**config.mk**
```make
export PLATFORM = sky130hd
export DESIGN_NAME = branch_resolve_queue
export DESIGN_NICKNAME = d
export VERILOG_FILES = /design/src/rtl/brq_pkg.sv /design/src/rtl/branch_resolve_queue.sv
export SDC_FILE = /design/constraint.sdc
export NUM_CORES = 1
export LEC_CHECK = 0
export ABC_CLOCK_PERIOD_IN_PS = 4200
export CELL_PAD_IN_SITES_DETAIL_PLACEMENT = 1
export CELL_PAD_IN_SITES_GLOBAL_PLACEMENT = 1
export CORE_MARGIN = 5
export CORE_UTILIZATION = 35
export DETAILED_ROUTE_END_ITERATION = 8
export PLACE_DENSITY = 0.54
export SLEW_MARGIN = 0
export SYNTH_ARGS = -nofsm -noshare
export SYNTH_HDL_FRONTEND = slang
export SYNTH_SLANG_ARGS = --single-unit
```
**constraint.sdc**
```tcl
create_clock -name clk -period 4.2 [get_ports clk]
set_input_delay 0.84 -clock clk [delete_from_list [all_inputs] [get_ports clk]]
set_output_delay 0.84 -clock clk [all_outputs]
set_load 0.005 [all_outputs]
```
**src/rtl/brq_pkg.sv**
```systemverilog
// Shared types for the branch resolve queue.
// Entry record and the default queue depth.
package brq_pkg;

  localparam int BRQ_DEPTH = 16;

  typedef struct packed {
    logic        valid;
    logic        resolved;
    logic [31:0] pc;
    logic        pred;
    logic        taken;
  } brq_entry_t;

endpackage

```
**src/rtl/branch_resolve_queue.sv**
```systemverilog
// Circular queue of in-flight predicted branches: alloc at tail,
// out-of-order resolve by tag, in-order commit feeding predictor training.
// Ports: alloc_* (decode), resolve_* (execute), mispredict*, commit_ready,
// rob_commit, flush, branch_commit/pc/taken (predictor update).
// Optional: BRQ_PERF_EN adds perf_branches / perf_mispredicts counters.
module branch_resolve_queue
  import brq_pkg::*;
#(
  parameter int DEPTH = BRQ_DEPTH,
  parameter int TAG_W = $clog2(DEPTH)
) (
  input  logic             clk,
  input  logic             rst,
  input  logic             alloc_valid,
  input  logic [31:0]      alloc_pc,
  input  logic             alloc_pred,
  output logic             alloc_ready,
  output logic [TAG_W-1:0] alloc_tag,
  input  logic             resolve_valid,
  input  logic [TAG_W-1:0] resolve_tag,
  input  logic             resolve_taken,
  output logic             mispredict,
  output logic [TAG_W-1:0] mispredict_tag,
  output logic             commit_ready,
  input  logic             rob_commit,
  input  logic             flush,
  output logic             branch_commit,
  output logic [31:0]      branch_pc,
  output logic             branch_taken
`ifdef BRQ_PERF_EN
  ,
  output logic [31:0]      perf_branches,
  output logic [31:0]      perf_mispredicts
`endif
);

  localparam logic [TAG_W:0] FULL = (TAG_W+1)'(DEPTH);

  brq_entry_t       ent [DEPTH];
  logic [TAG_W-1:0] head;
  logic [TAG_W-1:0] tail;
  logic [TAG_W:0]   count;

  logic alloc_ok;
  logic commit_ok;
  logic resolve_ok;
  logic res_mis;

  assign alloc_ready  = !rst && !flush && (count != FULL);
  assign alloc_tag    = rst ? '0 : tail;
  // Flush does not gate commit: an older branch retiring is final.
  assign commit_ready = !rst && ent[head].valid && ent[head].resolved;

  assign alloc_ok   = alloc_valid && alloc_ready;
  assign commit_ok  = rob_commit && commit_ready;
  assign resolve_ok = resolve_valid && !flush &&
                      ent[resolve_tag].valid &&
                      !ent[resolve_tag].resolved;
  assign res_mis    = resolve_ok &&
                      (resolve_taken != ent[resolve_tag].pred);

  always_ff @(posedge clk) begin
    if (rst) begin
      for (int i = 0; i < DEPTH; i++) ent[i] <= '0;
      head           <= '0;
      tail           <= '0;
      count          <= '0;
      mispredict     <= 1'b0;
      mispredict_tag <= '0;
      branch_commit  <= 1'b0;
      branch_pc      <= '0;
      branch_taken   <= 1'b0;
    end else begin
      mispredict     <= res_mis;
      mispredict_tag <= res_mis ? resolve_tag : '0;
      branch_commit  <= commit_ok;
      branch_pc      <= commit_ok ? ent[head].pc : '0;
      branch_taken   <= commit_ok && ent[head].taken;
      if (flush) begin
        for (int i = 0; i < DEPTH; i++) ent[i].valid <= 1'b0;
        head  <= '0;
        tail  <= '0;
        count <= '0;
      end else begin
        if (resolve_ok) begin
          ent[resolve_tag].resolved <= 1'b1;
          ent[resolve_tag].taken    <= resolve_taken;
        end
        if (commit_ok) begin
          ent[head].valid <= 1'b0;
          head            <= head + 1'b1;
        end
        if (alloc_ok) begin
          ent[tail] <= '{valid:    1'b1,
                         resolved: 1'b0,
                         pc:       alloc_pc,
                         pred:     alloc_pred,
                         taken:    1'b0};
          tail      <= tail + 1'b1;
        end
        unique case ({alloc_ok, commit_ok})
          2'b10:   count <= count + 1'b1;
          2'b01:   count <= count - 1'b1;
          default: count <= count;
        endcase
      end
    end
  end

`ifdef BRQ_PERF_EN
  // Cleared by rst only; flush leaves the totals alone.
  always_ff @(posedge clk) begin
    if (rst) begin
      perf_branches    <= '0;
      perf_mispredicts <= '0;
    end else if (commit_ok) begin
      if (perf_branches != '1)
        perf_branches <= perf_branches + 1'b1;
      if ((ent[head].taken != ent[head].pred) &&
          (perf_mispredicts != '1))
        perf_mispredicts <= perf_mispredicts + 1'b1;
    end
  end
`endif

endmodule
```
==> results of run 1 <==
==> stage by stage <==
stage | area (µm²) | hold slack [ps]
floorplan | 28200 | 443
global placement | 30400 | 468
detailed placement | 30400 | 475
CTS | 32900 | 484
global route | 32900 | 511
finish | 32900 | 480
==> cells in the mapped netlist, drive strengths merged (5+ instances only) <==
cell type	number
and2	568
nor2b	16
ha	12
buf	39
or2	14
nand2	36
and3	17
edfxtp	528
o21ai	5
nor2	38
nand4	8
mux4	175
nand3b	6
a21oi	50
nor3	8
mux2i	18
nand3	27
inv	21
clkbuf	124
a211o	7
a22oi	9
dfxtp	104
==> sequential cells by signal (all words and copies together), names as in the netlist, 4 cells and up, named ones only <==
signal / flops
branch_pc: 32
count: 5
ent: 576
head: 4
mispredict_tag: 4
tail: 4
==> logic make-up after synthesis <==
group,after synthesis,share of synthesized area (%)
buffers and inverters,184,2.71
DFF,632,63.6
adders and majority gates,13,0.603
xor gates and xnor gates,8,0.248
and+or+nand+nor,755,16.1
AOI/OAI and AO/OA,91,2.11
muxes,193,14.7
==> power by group through the flow <==
stage	clock, W	sequential [W]	combinational (W)
detailed placement	0	0.00714	0.000548
global placement	0	0.00713	0.000540
CTS	0.00674	0.00701	0.000549
finish	0.00655	0.00701	0.000535
global route	0.00701	0.00702	0.000573
floorplan	0	0.00712	0.000264
==> metal layers <==
metal / part of all wire (%) / up-vias
li1: - / 7023
met1: 43 / 8592
met2: 51 / 330
met3: 4.2 / 90
met4: 1.9 / 0
met5: 0 / -
==> worst reg2reg max path: stages (launching register included) <==
cell and delay (ps):
dfxtp_4 630, nand3_1 140, and4_1 220, a41o_1 260, or3_1 430, nand2_2 100
ha_1 220, inv_1 110, fa_1 390, nor2b_1 150, o21ai_0 120, and3_1 200
nor3_1 210, xnor2_1 160, nor2_1 50
==> worst min-delay path by stage <==
stage / from / end / slack, ps / cells after the start
final: ent[11][35]$_SDFFE_PP1P_ / ent[11][35]$_SDFFE_PP1P_ / 480 / 2
after global routing: ent[11][35]$_SDFFE_PP1P_ / ent[11][35]$_SDFFE_PP1P_ / 510 / 2
after detailed placement: ent[11][35]$_SDFFE_PP1P_ / ent[11][35]$_SDFFE_PP1P_ / 470 / 2
after floorplan: ent[11][35]$_SDFFE_PP1P_ / ent[11][35]$_SDFFE_PP1P_ / 440 / 2
after CTS: ent[11][35]$_SDFFE_PP1P_ / ent[11][35]$_SDFFE_PP1P_ / 480 / 2
after global placement: ent[11][0]$_SDFFE_PP0P_ / ent[11][0]$_SDFFE_PP0P_ / 470 / 2
==> layout make-up <==
class                   instances  area (µm²)
multi-input cells            1060        9530
fillers                      7944       47400
well taps                    1060        1330
diodes                          2        5.00
clock inverters                23         213
clock buffers                 115        2260
repair buffers                153        1560
flip-flops and latches        632       17900
inverters                      21        80.1
==> metrics.cfg, run 1 <==
[yosys]
ys_seq_area_share_pct = 63.6
synth_top_cell_by_area = edfxtp_1
yosysUniqueCellTypes = 55
synth-edff-count = 528
synth_seq_cells = 632
syn_area_per_cell_um2 = 15.0
syn-cell-area_mm2 = 0.0282
synthArstFlopShare_pct = 0
yosys.area.top_type_share_pct = 56.2
syn_inst = 1876
syn_nets = 1933
ys.flop_type = edfxtp_1
yosys-top-cells-area = edfxtp_1 56%, mux4_2 14%, and2_1 13%
yosysWarnings = 0

[worst_setup_path]
reg2reg_depth = 14
crit_path_end = commit_ready
rrSetupSlack_ps = 730
critPathTopFamily = compound AO/OA/AOI/OAI gates
crit_path_max_incr_delay_ps = 630
setup.worst_path.class = register to output pin
cp_num_buf_inv = 1
worst_r2r_endpoint = count[4]$_SDFFE_PP0P_
critPathLaunchType = register
worstPathRequired_ps = 3360
crit_chain = o21ai_0 -> o31ai_1 -> nor3_1 -> o21a_1 -> clkdlybuf4s50_1
path_depth = 5
cpMaxStageDelayCell = dfxtp_4
critPathCaptureType = output pin
path_max_fanout = 26
cp.arrival_ps = 2790

[floorplanning]
io_pins = 89
start_util_pct = 35.1
placementRows = 104
die-area_mm2 = 0.0864
die_w_um = 294
dieHeight_um = 294
core-area_mm2 = 0.0803

[global_routing]
grt_busiest_layer = met2
grt_pass1_wl_um = 124000
antenna_found_initial = 4
use_met2_pct = 34.2
gr-total-overflow = 0
use_met3_pct = 2.84
grt_pass1_vias = 17800
gr-usage-all-layers_pct = 19.7
globalRouteMet1Util_pct = 26.3
grt_max_degree = 66

[cells_and_area]
mostFrequentLayoutCells = 566 x and2_1, 528 x edfxtp_1, 172 x mux4_2, 101 x dfxtp_1, 88 x clkdlybuf4s50_1
final_core_util_pct = 41.0
layout-drive-gt1-share_pct = 19.6
final_common_cell = and2_1
syn2layout_area_growth_pct = 16.7
finalNonFillerCells = 3066
fin_nets = 2000

[sta]
tightest_slew_ps = 979
fin_skew_ps = 25.0
tns_ps = 0
setup_slack_ps = 567
fmax_mhz = 275
layout_min_cycle_time_ps = 3630
rsz0062_at_grt = false
slew-limit-headroom_pct = 34.7
fin_crit_sh_pct = 86.5
slew_violations = 0
finalSetupViolations = 0
finalHoldViolCount = 0

[routing]
avgRoutedWirePerCell_um = 27.6
routed-via-count = 16000
drtAntennaViolNets = 0
avgViaCountPerCell = 5.23
drc = 0
routed_wl_um = 84700
drt_pass1_iterations = 5
drtIter0Drc = 1134

[clock_tree]
cts_setup_buffers = 0
clkSlewWorstSetupHoldPaths_ps = 60
ctsHoldBuffers = 0
htree_num_levels = 3
cts_made_buffers = 75
cts_tree = yes
cts_resized = 0
worstSkewPairLatency_ps = 610
clockBufferDepth = 3
cts_root_buffer = clkbuf_16
clock-sinks = 632

[power]
power_frac_clock_pct = 46.5
max-vdd-ir-drop_mv = 0.287
p_total_w = 0.0141
p_leak_nw = 11.8
p_comb_share_pct = 3.8
power.internal_w = 0.0111
power_frac_seq_pct = 49.7
p_sw_w = 0.00300
p_sw_share_pct = 21.3
power.density_mw_per_mm2 = 428

[placement]
dp_hpwl_um = 47500
dp.cells = 2926
post-place-ws_ps = 366
port_buffers = 88
gp_congestion = 0.762

[hold_path]
min_path_type = register to register

[outcome]
status = finished clean

[run]
max_cap_viol_count = 0

Power figures use the tool's default switching activity.
==> inputs of run 2 (changes only) <==
--- a/config.mk
+++ b/config.mk
@@ -5,13 +5,14 @@
 export SDC_FILE = /design/constraint.sdc
 export NUM_CORES = 1
 export LEC_CHECK = 0
+export ABC_AREA = 1
 export ABC_CLOCK_PERIOD_IN_PS = 4200
 export CELL_PAD_IN_SITES_DETAIL_PLACEMENT = 1
 export CELL_PAD_IN_SITES_GLOBAL_PLACEMENT = 1
 export CORE_MARGIN = 5
 export CORE_UTILIZATION = 35
 export DETAILED_ROUTE_END_ITERATION = 8
-export PLACE_DENSITY = 0.54
+export PLACE_DENSITY = 0.57
 export SLEW_MARGIN = 0
 export SYNTH_ARGS = -nofsm -noshare
 export SYNTH_HDL_FRONTEND = slang
==> metrics.cfg, run 2 <==
[outcome]
status = finished clean

[clock_tree]
cts_made_buffers = 75  ; unchanged
cts_root_buffer = clkbuf_16
cts_resized = 0  ; unchanged
cts_setup_buffers = 0  ; unchanged
cts_tree = yes
clockBufferDepth = 3  ; unchanged
htree_num_levels = 3  ; unchanged
clkSlewWorstSetupHoldPaths_ps = 60  ; about the same
clock-sinks = 632  ; unchanged
ctsHoldBuffers = 0  ; unchanged
worstSkewPairLatency_ps = 630  ; +20 ps

[global_routing]
grt_pass1_wl_um = 144000  ; +16%
grt_max_degree = 96  ; +45%
antenna_found_initial = 0  ; -4
gr-total-overflow = 0  ; unchanged
grt_pass1_vias = 21700  ; +22%
gr-usage-all-layers_pct = 23.0  ; +3.3 points

[hold_path]
holdPathStages = 1  ; -1
min_from = count[0]$_SDFFE_PP0P_
hold_end = count[0]$_SDFFE_PP0P_
min_path_type = register to register

[power]
power.density_mw_per_mm2 = 439  ; +2.6%
max-vdd-ir-drop_mv = 0.254  ; -11%
p_total_w = 0.0140  ; -0.90%
p_leak_nw = 11.9  ; +1.4%

[sta]
slew_violations = 0  ; unchanged
slew-limit-headroom_pct = 27.8  ; -6.9 points
fin_crit_sh_pct = 86.8  ; +0.28 points
fmax_mhz = 274  ; -0.32%
finalSetupViolations = 0  ; unchanged
fin_skew_ps = 25.6  ; +0.539 ps
tns_ps = 0  ; unchanged
rsz0062_at_grt = false
layout_min_cycle_time_ps = 3650  ; +11.8 ps
tightest_slew_ps = 1080  ; +104 ps
finalHoldViolCount = 0  ; unchanged

[cells_and_area]
top_register = ent
n_antenna_cell = 0  ; -2
mostFrequentLayoutCells = 868 x nor2_1, 528 x edfxtp_1, 292 x o21ai_0, 215 x nand2_1, 100 x dfxtp_1
fin_nets = 2788  ; +39%
stdcell_area_mm2 = 0.0318  ; -3.4%
reg_top3 = ent x576, branch_pc x32, count x5
layout-drive-gt1-share_pct = 8.30  ; -11 points
largest_reg_flops = 576  ; unchanged
final_core_util_pct = 41.1  ; +0.054 points
syn2layout_area_growth_pct = 16.2
final_common_cell = nor2_1

[worst_setup_path]
crit_path_frequent_cell = nand3_1
worstPathRequired_ps = 3360  ; about the same
critPathTopFamily = simple AND/OR/NAND/NOR gates
path_max_fanout = 19  ; -27%
crit_chain = inv_8 -> nand2_1 -> nand3_1 -> nand3_1 -> inv_1 -> nor2_1 -> clkdlybuf4s50_1
cpMaxStageDelayCell = clkdlybuf4s50_1
path_depth = 7  ; +2
setup.worst_path.class = register to output pin
cp_num_buf_inv = 3  ; +2
critPathCaptureType = output pin
reg2reg_depth = 6  ; -8
worst_r2r_endpoint = branch_pc[23]$_SDFF_PP0_
critPathLaunchType = register
rrSetupSlack_ps = 740  ; about the same
crit_path_max_incr_delay_ps = 610  ; -20 ps
cp.arrival_ps = 2810  ; +20 ps

[yosys]
yosysWarnings = 0  ; unchanged
synth.most_common_cell = nor2_1
synthArstFlopShare_pct = 0  ; unchanged
yosys-top-cells-area = edfxtp_1 58%, nor2_1 12%, dfxtp_1 7.6%
ys_seq_area_share_pct = 65.6  ; +2.0 points
syn_inst = 2717  ; +45%
syn_area_per_cell_um2 = 10.1  ; -33%
syn_nets = 2774  ; +44%
syn-cell-area_mm2 = 0.0274  ; -3.0%
synth_seq_cells = 632  ; unchanged
ys.flop_type = edfxtp_1
yosys.area.top_type_share_pct = 57.9  ; +1.7 points
synth-edff-count = 528  ; unchanged
yosys-top-cells-count = 868 x nor2_1, 528 x edfxtp_1, 292 x o21ai_0
synth_top_cell_by_area = edfxtp_1
yosysUniqueCellTypes = 32  ; -42%

[placement]
placed_area_mm2 = 0.0294  ; -3.5%
dp_hpwl_um = 54900  ; +16%
port_buffers = 88  ; unchanged
gp_congestion = 0.856  ; +12%

[routing]
drtIter0Drc = 1603  ; +41%
avgRoutedWirePerCell_um = 25.5  ; -7.8%
drtAntennaViolNets = 0  ; unchanged
avgViaCountPerCell = 5.44  ; +4.1%
routed-via-count = 20900  ; +30%
drt_pass1_iterations = 5  ; unchanged
routed_wl_um = 97600  ; +15%
drc = 0  ; unchanged

[floorplanning]
start_util_pct = 35.3  ; +0.19 points
die_w_um = 290  ; -1.5%
dieHeight_um = 290  ; -1.5%
placementRows = 102  ; -1.9%
io_pins = 89  ; unchanged
die-area_mm2 = 0.0839  ; -2.9%
core-area_mm2 = 0.0775  ; -3.5%

[run]
max_cap_viol_count = 0  ; unchanged

==> run 2: area by class of cell <==
class	count	area, µm²
Clock inverter	30	233
Fill cell	8608	45700
Multi-Input combinational cell	1756	8150
Clock buffer	110	2190
Timing Repair Buffer	152	1540
Inverter	114	438
Tap cell	1040	1300
Sequential cell	632	17900
==> run 2: worst max path at each step <==
stage | start | to | slack, ps
global placement | resolve_tag[1] | ent[10][0]$_SDFFE_PP0P_ | 380
detailed placement | resolve_tag[1] | ent[7][0]$_SDFFE_PP0P_ | 490
finish | register | commit_ready | 550
global route | register | commit_ready | 430
floorplan | rst | ent[6][10]$_DFFE_PP_ | 1110
CTS | register | commit_ready | 500
==> run 2: worst reg2reg max path: cells and delay by family (launching register included) <==
family	cells	cell delay [ps]
compound gates	4	1040
buf+inv	2	1770
flops	1	550
==> run 2: per-stage QoR <==
| step | hold slack [ps] | std cells | setup WS (ps) |
|---|---|---|---|
| 6_report | 466 | 3834 | 555 |
| 5_1_grt | 502 | 3834 | 426 |
| 4_1_cts | 463 | 3834 | 500 |
| 3_5_place_dp | 453 | 3694 | 488 |
| 3_3_place_gp | 439 | 3694 | 382 |
| 2_1_floorplan | 422 | 2717 | 1110 |
==> run 2: cell families (layout without fill, tap and decap cells) <==
group | after synthesis | count (layout) | synth area share [%]
adder cells (fa/ha/maj) | 13 | 13 | 0.622
AND/OR/NAND/NOR | 1199 | 1199 | 17.1
flip-flops | 632 | 632 | 65.6
XOR/XNOR | 6 | 6 | 0.192
buffers and inverters | 329 | 406 | 4.83
AO/OA/AOI/OAI | 538 | 538 | 11.7
==> run 2: routing by layer <==
metal | up-vias | track usage, % | part of all wire, %
met1 | 10800 | 31.1 | 44
met4 | 0 | 6.33 | 2.5
met2 | 512 | 39.2 | 49
met5 | - | 0 | 0
met3 | 148 | 3.13 | 4.9
li1 | 9417 | - | -
==> run 2: where the power goes <==
part           switching (W)  internal, W
Sequential         0.0000514      0.00696
Combinational       0.000389     0.000123
Clock                0.00268      0.00376
==> inputs of run 3 (changes only) <==
--- a/config.mk
+++ b/config.mk
@@ -11,8 +11,10 @@
 export CELL_PAD_IN_SITES_GLOBAL_PLACEMENT = 1
 export CORE_MARGIN = 5
 export CORE_UTILIZATION = 35
+export CTS_CLUSTER_SIZE = 8
 export DETAILED_ROUTE_END_ITERATION = 8
 export PLACE_DENSITY = 0.57
+export SETUP_SLACK_MARGIN = 0.4
 export SLEW_MARGIN = 0
 export SYNTH_ARGS = -nofsm -noshare
 export SYNTH_HDL_FRONTEND = slang
==> metrics.cfg, run 3 (synthesized netlist as in run 2, its figures left out) <==
[outcome]
status = finished clean

[routing]
drtAntennaViolNets = 0  ; unchanged
routed_wl_um = 98400  ; +0.79%
avgRoutedWirePerCell_um = 25.5  ; +0.14%
drt_pass1_iterations = 5  ; unchanged
routed-via-count = 21000  ; +0.79%
avgViaCountPerCell = 5.45  ; +0.14%
drtIter0Drc = 1736  ; +8.3%
drc = 0  ; unchanged

[placement]
gp_congestion = 0.856  ; unchanged
dp.cells = 3694  ; unchanged
port_buffers = 88  ; unchanged
dp_hpwl_um = 54900  ; unchanged
post-place-ws_ps = 488  ; unchanged
placed_area_mm2 = 0.0294  ; unchanged

[power]
p_comb_share_pct = 3.6  ; about the same
power.density_mw_per_mm2 = 450  ; +2.5%
max-vdd-ir-drop_mv = 0.259  ; +1.7%
power_frac_seq_pct = 48.7  ; -1.5 points
power_frac_clock_pct = 47.8  ; +1.7 points
power.internal_w = 0.0112  ; +3.2%
p_leak_nw = 12.0  ; +0.33%
p_sw_share_pct = 22.4  ; about the same
p_sw_w = 0.00323  ; +3.3%

[sta]
setup_slack_ps = 583  ; +27.8 ps
layout_min_cycle_time_ps = 3620  ; -27.8 ps
tns_ps = 0  ; unchanged
finalSetupViolations = 0  ; unchanged
slew-limit-headroom_pct = 27.4  ; -0.42 points
rsz0062_at_grt = false
fmax_mhz = 276  ; +0.77%
slew_violations = 0  ; unchanged
holdWs_ps = 467  ; +0.401 ps
fin_skew_ps = 27.4  ; +1.86 ps
finalHoldViolCount = 0  ; unchanged
tightest_slew_ps = 1090  ; +6.23 ps
fin_crit_sh_pct = 86.1  ; -0.66 points

[worst_setup_path]
critPathTopFamily = simple AND/OR/NAND/NOR gates
rrSetupSlack_ps = 750  ; about the same
crit_chain = nand3_1 -> nand3_1 -> inv_1 -> nor2_1 -> clkdlybuf4s50_1
worst_r2r_endpoint = branch_pc[23]$_SDFF_PP0_
critPathCaptureType = output pin
worstPathRequired_ps = 3360  ; about the same
crit_path_max_incr_delay_ps = 700  ; +90 ps
cpMaxStageDelayCell = dfxtp_4
setup.worst_path.class = register to output pin
path_max_fanout = 34  ; +15
path_depth = 5  ; -2
cp_num_buf_inv = 2  ; -1
crit_path_frequent_cell = nand3_1
crit_path_end = commit_ready
cp.arrival_ps = 2780  ; -30 ps
critPathLaunchType = register
reg2reg_depth = 6  ; unchanged

[clock_tree]
cts_made_buffers = 89  ; +19%
clock-sinks = 632  ; unchanged
cts_resized = 0  ; unchanged
worstSkewPairLatency_ps = 630  ; about the same
cts_root_buffer = clkbuf_16
ctsHoldBuffers = 0  ; unchanged
clkSlewWorstSetupHoldPaths_ps = 50  ; about the same
htree_num_levels = 3  ; unchanged
cts_setup_buffers = 0  ; unchanged
cts_tree = yes
clockBufferDepth = 3  ; unchanged

[cells_and_area]
top_register = ent
fin_nets = 2802  ; +0.50%
layout-drive-gt1-share_pct = 7.56  ; -0.74 points
mostFrequentLayoutCells = 868 x nor2_1, 528 x edfxtp_1, 292 x o21ai_0, 215 x nand2_1, 100 x dfxtp_1
reg_top3 = ent x576, branch_pc x32, count x5
syn2layout_area_growth_pct = 17.0
largest_reg_flops = 576  ; unchanged
fillers = 8585  ; -0.27%
final_common_cell = nor2_1
finalNonFillerCells = 3859  ; +0.65%
stdcell_area_mm2 = 0.0320  ; +0.68%

[floorplanning]
io_pins = 89  ; unchanged
die_w_um = 290  ; unchanged
placementRows = 102  ; unchanged
die-area_mm2 = 0.0839  ; unchanged
dieHeight_um = 290  ; unchanged
start_util_pct = 35.3  ; unchanged
core-area_mm2 = 0.0775  ; unchanged

[hold_path]
min_from = count[0]$_SDFFE_PP0P_
min_path_type = register to register

[global_routing]
antenna_found_initial = 0  ; unchanged
grt_pass1_wl_um = 145000  ; +0.87%
grt_pass1_vias = 21900  ; +0.59%
gr-usage-all-layers_pct = 23.2  ; +0.14 points
gr-total-overflow = 0  ; unchanged
grt_max_degree = 96  ; unchanged

[run]
max_cap_viol_count = 0  ; unchanged

run 3: through the flow:
stage / total power, W / utilization [%]
final: 0.0144 / 41.3
after global routing: 0.0149 / 41.3
after CTS: 0.0146 / 41.3
after detailed placement: 0.00766 / 37.9
after global placement: 0.00764 / 37.9
after floorplan: 0.00737 / -
run 3: area by class of cell:
cell class	count	area (µm²)	area share, %
Clock buffer	159	2560	8.01
Tap cell	1040	1300	4.06
Sequential cell	632	17900	56.1
Inverter	114	438	1.37
Multi-Input combinational cell	1756	8150	25.5
Antenna cell	1	2.50	0.00782
Timing Repair Buffer	152	1540	4.80
Clock inverter	5	75.1	0.234
run 3: worst register-to-register path, stage by stage, from the launching register on:
cell and delay [ps]:
dfxtp_4 540, buf_4 780, buf_4 990, o21ai_0 240, o22ai_1 320, o211ai_1 180, a21oi_1 300
run 3: how the worst min path moves through the flow:
stage               depth (start not counted)                     to
finish                                      1  count[0]$_SDFFE_PP0P_
global route                                1  count[0]$_SDFFE_PP0P_
CTS                                         1  count[0]$_SDFFE_PP0P_
detailed placement                          1  count[0]$_SDFFE_PP0P_
global placement                            1  count[0]$_SDFFE_PP0P_
floorplan                                   1  count[0]$_SDFFE_PP0P_
run 3: power groups by stage:
stage	Clock (W)	Combinational, W	Sequential [W]
after global placement	0	0.000512	0.00713
after CTS	0.00702	0.000522	0.00701
after global routing	0.00733	0.000550	0.00702
after floorplan	0	0.000244	0.00713
after detailed placement	0	0.000520	0.00714
final	0.00689	0.000513	0.00701
run 3: layer usage:
layer / track usage [%] / routed length (µm)
met1: 31.1 / 43100
met4: 6.61 / 2560
met5: 0 / 0
met2: 39.5 / 47700
met3: 3.21 / 5080
